==> config.mk <==
export PLATFORM = sky130hd
export DESIGN_NAME = zz_delta_stream_unit
export DESIGN_NICKNAME = d
export VERILOG_FILES = /design/src/rtl/zz_pkg.sv /design/src/rtl/zz_dot_unit.sv /design/src/rtl/zz_delta_stream_unit.sv
export SDC_FILE = /design/constraint.sdc
export NUM_CORES = 2
export LEC_CHECK = 0
export ABC_AREA = 1
export ABC_CLOCK_PERIOD_IN_PS = 9300
export CAP_MARGIN = 0
export CORE_UTILIZATION = 65
export DETAILED_ROUTE_END_ITERATION = 8
export GPL_TIMING_DRIVEN = 0
export PLACE_DENSITY = 0.89
export SLEW_MARGIN = 20
export SYNTH_ARGS = -nofsm -noshare
export SYNTH_HDL_FRONTEND = slang
export SYNTH_SLANG_ARGS = --single-unit
==> constraint.sdc <==
create_clock -name clk_i -period 9.3 [get_ports clk_i]
set_input_delay 1.395 -clock clk_i [delete_from_list [all_inputs] [get_ports clk_i]]
set_output_delay 1.395 -clock clk_i [all_outputs]
set_load 0.01 [all_outputs]
==> src/rtl/zz_pkg.sv <==
// Shared types, sizing and fixed-point helpers for the delta stream unit.
// Narrowing saturates when ZZ_DELTA_SATURATE_EN is defined, otherwise it wraps.
package zz_pkg;

   localparam int DATA_SIZE = 16;
   localparam int SIZE      = 3;
   localparam int FRAC_BITS = 8;
   localparam int LAYER_W   = 4;
   localparam int IDX_W     = $clog2(SIZE);
   localparam int ACC_W     = 2*DATA_SIZE + $clog2(SIZE);

   typedef enum logic [2:0] {
      ST_IDLE   = 3'd0,
      ST_LOAD   = 3'd1,
      ST_STREAM = 3'd2,
      ST_DRAIN  = 3'd3,
      ST_DONE   = 3'd4
   } zz_state_t;

   typedef struct packed {
      logic                        ovf;
      logic signed [DATA_SIZE-1:0] val;
   } fx_res_t;

   localparam logic signed [ACC_W-1:0] SAT_MAX =
      $signed({{(ACC_W-DATA_SIZE+1){1'b0}}, {(DATA_SIZE-1){1'b1}}});
   localparam logic signed [ACC_W-1:0] SAT_MIN =
      $signed({{(ACC_W-DATA_SIZE+1){1'b1}}, {(DATA_SIZE-1){1'b0}}});

   // Shift out the fraction (floor), then fit the result into DATA_SIZE bits.
   function automatic fx_res_t fx_narrow(input logic signed [ACC_W-1:0] acc);
      fx_res_t r;
`ifdef ZZ_DELTA_SATURATE_EN
      logic signed [ACC_W-1:0] sh;
      sh = acc >>> FRAC_BITS;
      if (sh > SAT_MAX) begin
         r.val = SAT_MAX[DATA_SIZE-1:0];
         r.ovf = 1'b1;
      end else if (sh < SAT_MIN) begin
         r.val = SAT_MIN[DATA_SIZE-1:0];
         r.ovf = 1'b1;
      end else begin
         r.val = sh[DATA_SIZE-1:0];
         r.ovf = 1'b0;
      end
`else
      r.val = DATA_SIZE'(acc >>> FRAC_BITS);
      r.ovf = 1'b0;
`endif
      return r;
   endfunction

   function automatic fx_res_t fx_mult(input logic signed [DATA_SIZE-1:0] a,
                                       input logic signed [DATA_SIZE-1:0] b);
      logic signed [ACC_W-1:0] ae;
      logic signed [ACC_W-1:0] be;
      ae = ACC_W'(a);
      be = ACC_W'(b);
      return fx_narrow(ae * be);
   endfunction

endpackage

==> src/rtl/zz_dot_unit.sv <==
// Combinational SIZE-lane dot product of g with one cost row, narrowed to DATA_SIZE.
// Narrowing behaviour follows ZZ_DELTA_SATURATE_EN through zz_pkg::fx_narrow.
module zz_dot_unit
   import zz_pkg::*;
(
   input  logic [DATA_SIZE*SIZE-1:0]  g_i,
   input  logic [DATA_SIZE*SIZE-1:0]  row_i,
   output logic signed [DATA_SIZE-1:0] y_o,
   output logic                        ovf_o
);

   logic signed [ACC_W-1:0] acc;
   fx_res_t                 res;

   // Full-precision accumulation; only the final narrow can lose information.
   always_comb begin
      acc = '0;
      for (int k = 0; k < SIZE; k++) begin
         acc = acc + ACC_W'($signed(g_i[DATA_SIZE*(SIZE-k)-1 -: DATA_SIZE]))
                   * ACC_W'($signed(row_i[DATA_SIZE*(SIZE-k)-1 -: DATA_SIZE]));
      end
      res = fx_narrow(acc);
   end

   assign y_o   = res.val;
   assign ovf_o = res.ovf;

endmodule

==> src/rtl/zz_delta_stream_unit.sv <==
// Backprop delta engine: latches g = act (.) dense, then streams y_r = C[r].g per row.
// Saturating arithmetic and the overflow flag are enabled by ZZ_DELTA_SATURATE_EN.
module zz_delta_stream_unit
   import zz_pkg::*;
(
   input  logic                        clk_i,
   input  logic                        reset_i,
   input  logic                        start_layer_i,
   input  logic [DATA_SIZE*SIZE-1:0]   diff_act_i,
   input  logic [DATA_SIZE*SIZE-1:0]   diff_dense_i,
   input  logic                        vec_valid_i,
   output logic                        vec_ready_o,
   input  logic [DATA_SIZE*SIZE-1:0]   diff_cost_row_i,
   input  logic                        row_valid_i,
   output logic                        row_ready_o,
   output logic signed [DATA_SIZE-1:0] diff_z_out_o,
   output logic [IDX_W-1:0]            out_row_idx_o,
   output logic                        out_valid_o,
   input  logic                        out_ready_i,
   output logic                        layer_done_o,
   output logic [LAYER_W-1:0]          layer_idx_o,
   output logic                        busy_o,
   output logic                        overflow_o
);

   localparam logic [IDX_W-1:0] LAST_ROW = IDX_W'(SIZE-1);

   zz_state_t                   state_q, state_d;
   logic [DATA_SIZE*SIZE-1:0]   g_q, g_d;
   logic [IDX_W-1:0]            row_cnt_q, row_cnt_d;
   logic                        out_valid_q, out_valid_d;
   logic signed [DATA_SIZE-1:0] z_q, z_d;
   logic [IDX_W-1:0]            idx_q, idx_d;
   logic [LAYER_W-1:0]          layer_idx_q, layer_idx_d;
   logic                        ovf_q, ovf_d;

   logic [DATA_SIZE*SIZE-1:0]   g_load;
   logic                        g_load_ovf;
   fx_res_t                     mres;
   logic signed [DATA_SIZE-1:0] y_s;
   logic                        y_ovf_s;
   logic                        row_ready_s;
   logic                        row_fire_s;
   logic                        consume_s;

   zz_dot_unit u_dot (
      .g_i   (g_q),
      .row_i (diff_cost_row_i),
      .y_o   (y_s),
      .ovf_o (y_ovf_s)
   );

   // Element-wise g candidate from the presented vector pair.
   always_comb begin
      g_load     = '0;
      g_load_ovf = 1'b0;
      mres       = '0;
      for (int k = 0; k < SIZE; k++) begin
         mres = fx_mult(diff_act_i[DATA_SIZE*(SIZE-k)-1 -: DATA_SIZE],
                        diff_dense_i[DATA_SIZE*(SIZE-k)-1 -: DATA_SIZE]);
         g_load[DATA_SIZE*(SIZE-k)-1 -: DATA_SIZE] = mres.val;
         g_load_ovf = g_load_ovf | mres.ovf;
      end
   end

   assign consume_s   = out_valid_q & out_ready_i;
   assign row_ready_s = (state_q == ST_STREAM) & (~out_valid_q | out_ready_i);
   assign row_fire_s  = row_ready_s & row_valid_i;

   // Next-state logic for the layer sequencer and the output register.
   always_comb begin
      state_d     = state_q;
      g_d         = g_q;
      row_cnt_d   = row_cnt_q;
      z_d         = z_q;
      idx_d       = idx_q;
      layer_idx_d = layer_idx_q;
      ovf_d       = ovf_q;
      if (consume_s) begin
         out_valid_d = 1'b0;
      end else begin
         out_valid_d = out_valid_q;
      end
      case (state_q)
         ST_IDLE: begin
            if (start_layer_i) begin
               state_d = ST_LOAD;
               ovf_d   = 1'b0;
            end else begin
               state_d = ST_IDLE;
            end
         end
         ST_LOAD: begin
            if (vec_valid_i) begin
               g_d       = g_load;
               row_cnt_d = '0;
               ovf_d     = ovf_q | g_load_ovf;
               state_d   = ST_STREAM;
            end else begin
               state_d = ST_LOAD;
            end
         end
         ST_STREAM: begin
            if (row_fire_s) begin
               z_d         = y_s;
               idx_d       = row_cnt_q;
               out_valid_d = 1'b1;
               row_cnt_d   = row_cnt_q + IDX_W'(1);
               ovf_d       = ovf_q | y_ovf_s;
               if (row_cnt_q == LAST_ROW) begin
                  state_d = ST_DRAIN;
               end else begin
                  state_d = ST_STREAM;
               end
            end else begin
               state_d = ST_STREAM;
            end
         end
         ST_DRAIN: begin
            if (consume_s) begin
               state_d = ST_DONE;
            end else begin
               state_d = ST_DRAIN;
            end
         end
         ST_DONE: begin
            layer_idx_d = layer_idx_q + LAYER_W'(1);
            state_d     = ST_IDLE;
         end
         default: begin
            state_d = ST_IDLE;
         end
      endcase
   end

   // State and datapath registers with synchronous reset.
   always_ff @(posedge clk_i) begin
      if (reset_i) begin
         state_q     <= ST_IDLE;
         g_q         <= '0;
         row_cnt_q   <= '0;
         out_valid_q <= 1'b0;
         z_q         <= '0;
         idx_q       <= '0;
         layer_idx_q <= '0;
         ovf_q       <= 1'b0;
      end else begin
         state_q     <= state_d;
         g_q         <= g_d;
         row_cnt_q   <= row_cnt_d;
         out_valid_q <= out_valid_d;
         z_q         <= z_d;
         idx_q       <= idx_d;
         layer_idx_q <= layer_idx_d;
         ovf_q       <= ovf_d;
      end
   end

   assign vec_ready_o   = (state_q == ST_LOAD);
   assign row_ready_o   = row_ready_s;
   assign busy_o        = (state_q != ST_IDLE);
   assign layer_done_o  = (state_q == ST_DONE);
   assign out_valid_o   = out_valid_q;
   assign diff_z_out_o  = z_q;
   assign out_row_idx_o = idx_q;
   assign layer_idx_o   = layer_idx_q;
   assign overflow_o    = ovf_q;

endmodule

==> impl_metrics.json <==
{
  "outcome": "finished clean",
  "syn_avg_cell_area_sq_um": 7.68,
  "grt_pass1_vias": 45100,
  "io-pin-count": 178,
  "finClkSkew_ps": 15.7,
  "place_area_sq_um": 52700,
  "post-dp-hpwl_mm": 122,
  "route.detailed.drc": 0,
  "crit_arrival_ps": 9360,
  "cts-buffers-inserted": 9,
  "maxCapViolations": 0,
  "cts-root-buf": "clkbuf_16",
  "avgRoutedWirePerCell_um": 18.1,
  "initial_core_util_pct": 66.0,
  "die_x_um": 280,
  "syn_nets": 8301,
  "io_buffers": 101,
  "post-cts-setup-buffer-count": 0,
  "gp_congestion": 1.03,
  "yosysTopAreaCellShare_pct": 47.6,
  "tightestPinTransition_ps": 1090,
  "synth_compound_area_share_pct": 3.38,
  "ff_latch_area_sq_um": 1520,
  "via_count": 41800,
  "multi_input_area_sq_um": 39000,
  "slowest_delay_ps": 650,
  "grt_pass1_wl_mm": 227,
  "setup_violations": 0,
  "cp-end-kind": "flop",
  "synth_adder_area_share_pct": 57.3,
  "cts_tree": "done",
  "drive_above_1_share_pct": 1.48,
  "clkTransAtPathRegs_ps": 70,
  "fin_crit_sh_pct": 97.9,
  "synth_mux_area_share_pct": 0,
  "ctsResizeCount": 0,
  "yosys.area.top_type": "fa_1",
  "slew_violations": 0,
  "cts_buffer_depth": 2,
  "syn_area_sq_um": 50400,
  "grt.total_usage_pct": 37.4,
  "criticalPathCategory": "primary input to flop",
  "start_kind": "primary input",
  "fin_hold_ws_ps": 493,
  "rsz0062_at_grt": "no",
  "viasPerCell": 5.42,
  "fp.dieH_um": 280,
  "fillCellCount": 5959,
  "ys_top_cells_by_area": "fa_1, inv_1, nand2_1",
  "fin_nets": 8413,
  "wl_mm": 140,
  "utilization_pct": 69.5,
  "crit_required_ps": 9560,
  "ys_warn_count": 0,
  "overflow": 0,
  "fp-row-count": 101,
  "worst_hold_path_type": "flop to flop",
  "drtAntennaViolNets": 0,
  "cts_hold_buf": 0,
  "drtIter0Drc": 3866,
  "area_delta_synth_final_pct": 5.20,
  "max_freq_ghz": 0.110,
  "cp_common_cell": "fa_1",
  "syn_inst": 6564,
  "crit_fanout": 10,
  "insertion_delay_ps": 390,
  "netlist-cell-type-count": 50,
  "grt_antenna_before_repair": 8,
  "design_area_sq_um": 53000,
  "dr.pass1.iters": 6,
  "synth_top_family_by_area": "adder cells",
  "dieArea_sq_um": 78700,
  "ys_ff_latch": 76,
  "crit_slowest_cell": "clkdlybuf4s50_1",
  "seq_area_frac_synth_pct": 3.02,
  "min_period_ps": 9100,
  "core_sq_um": 76300,
  "numClockSinks": 76,
  "grt_start_max_net_pins": 16,
  "synth-xor-area-share_pct": 2.24,
  "htree_levels": 3,
  "relSlewSlack_pct": 27.1,
  "final_hold_viol_count": 0,
  "synthSimpleGateAreaFrac_pct": 14.6
}
## final cells by class
| cell class | instances | share of cell area (%) |
|---|---|---|
| diodes | 3 | 0.0142 |
| plain buffers | 301 | 2.28 |
| clock buffers | 9 | 0.425 |
| clock inverters | 7 | 0.151 |
| inverters | 2302 | 16.3 |
| multi-input cells | 3885 | 73.6 |
| flip-flops and latches | 76 | 2.87 |
| well taps | 1030 | 2.43 |
| repair buffers | 101 | 1.91 |
## state kept, by name (all words and copies together) (netlist names)
| signal | cells |
|---|---|
| diff_z_out_o | 16 |
| g_q | 48 |
| layer_idx_o | 4 |
| out_row_idx_o | 2 |
| out_valid_o | 1 |
| row_cnt_q | 2 |
| state_q | 3 |
## per-stage QoR
stage	setup WS (ps)	setup TNS, ps	instances
floorplan	1070	0	6564
global placement	-51.8	-51.8	7695
detailed placement	-173	-173	7695
CTS	213	0	7711
global route	46.4	0	7712
finish	200	0	7714
## kinds of logic after synthesis
family | count (synthesis)
compound gates | 296
xor+xnor | 128
fa+ha+maj | 1587
buf+inv | 2603
flops | 76
other cells | 1
simple gates | 1873
## cell usage after synthesis (all sizes together)
cell / count
nor4: 3
inv: 2296
clkbuf: 267
o211ai: 28
o221ai: 1
a221oi: 2
or2: 24
nor3: 20
buf: 34
clkinv: 6
and3: 1
xor2: 67
o41ai: 1
o21ai: 96
o21bai: 12
nor3b: 2
fa: 1199
xnor2: 61
a221o: 1
a211oi: 6
o31ai: 1
nand4: 8
dfxtp: 76
nand2: 1604
o21a: 10
ha: 388
a21boi: 1
a21oi: 123
nor2: 120
a31o: 1
a31oi: 2
nand3: 78
a41oi: 1
nand3b: 13
a21o: 10
conb: 1
## critical path, delay by kind of cell
family	cells	cell delay, ps
fa+ha+maj	10	5080
buf+inv	8	1480
compound gates	4	770
simple gates	5	650
## cells in the final DEF, fill, tap and decap left out, drive strengths merged, types with 12 or more instances in the layout
cell type         n
a21oi           123
buf              34
clkbuf          276
clkdlybuf4s50   101
dfxtp            76
fa             1199
ha              388
inv            2300
nand2          1604
nand3            78
nand3b           13
nor2            120
nor3             20
o211ai           28
o21ai            96
o21bai           12
or2              24
xnor2            61
xor2             67
## worst paths after layout
path	from	endpoint	slack (ps)	cells past startpoint
max	diff_cost_row_i[10]	diff_z_out_o[15]	200	27
min	layer_idx_o[1]	layer_idx_o[1]	490	2
max reg2reg	g_q[7]	diff_z_out_o[10]	950	30
min reg2reg	layer_idx_o[1]	layer_idx_o[1]	490	2
## per-layer routing
metal,share of wire [%],track usage [%],vias to the layer above
li1,-,-,18300
met1,34,43.3,20400
met2,48,62.8,2419
met3,9.8,7.24,749
met4,8.3,25.7,12
met5,0.060,0,-
Power is not shown: default switching activity piles up to over one toggle a cycle in this logic, so the estimate is an artifact.
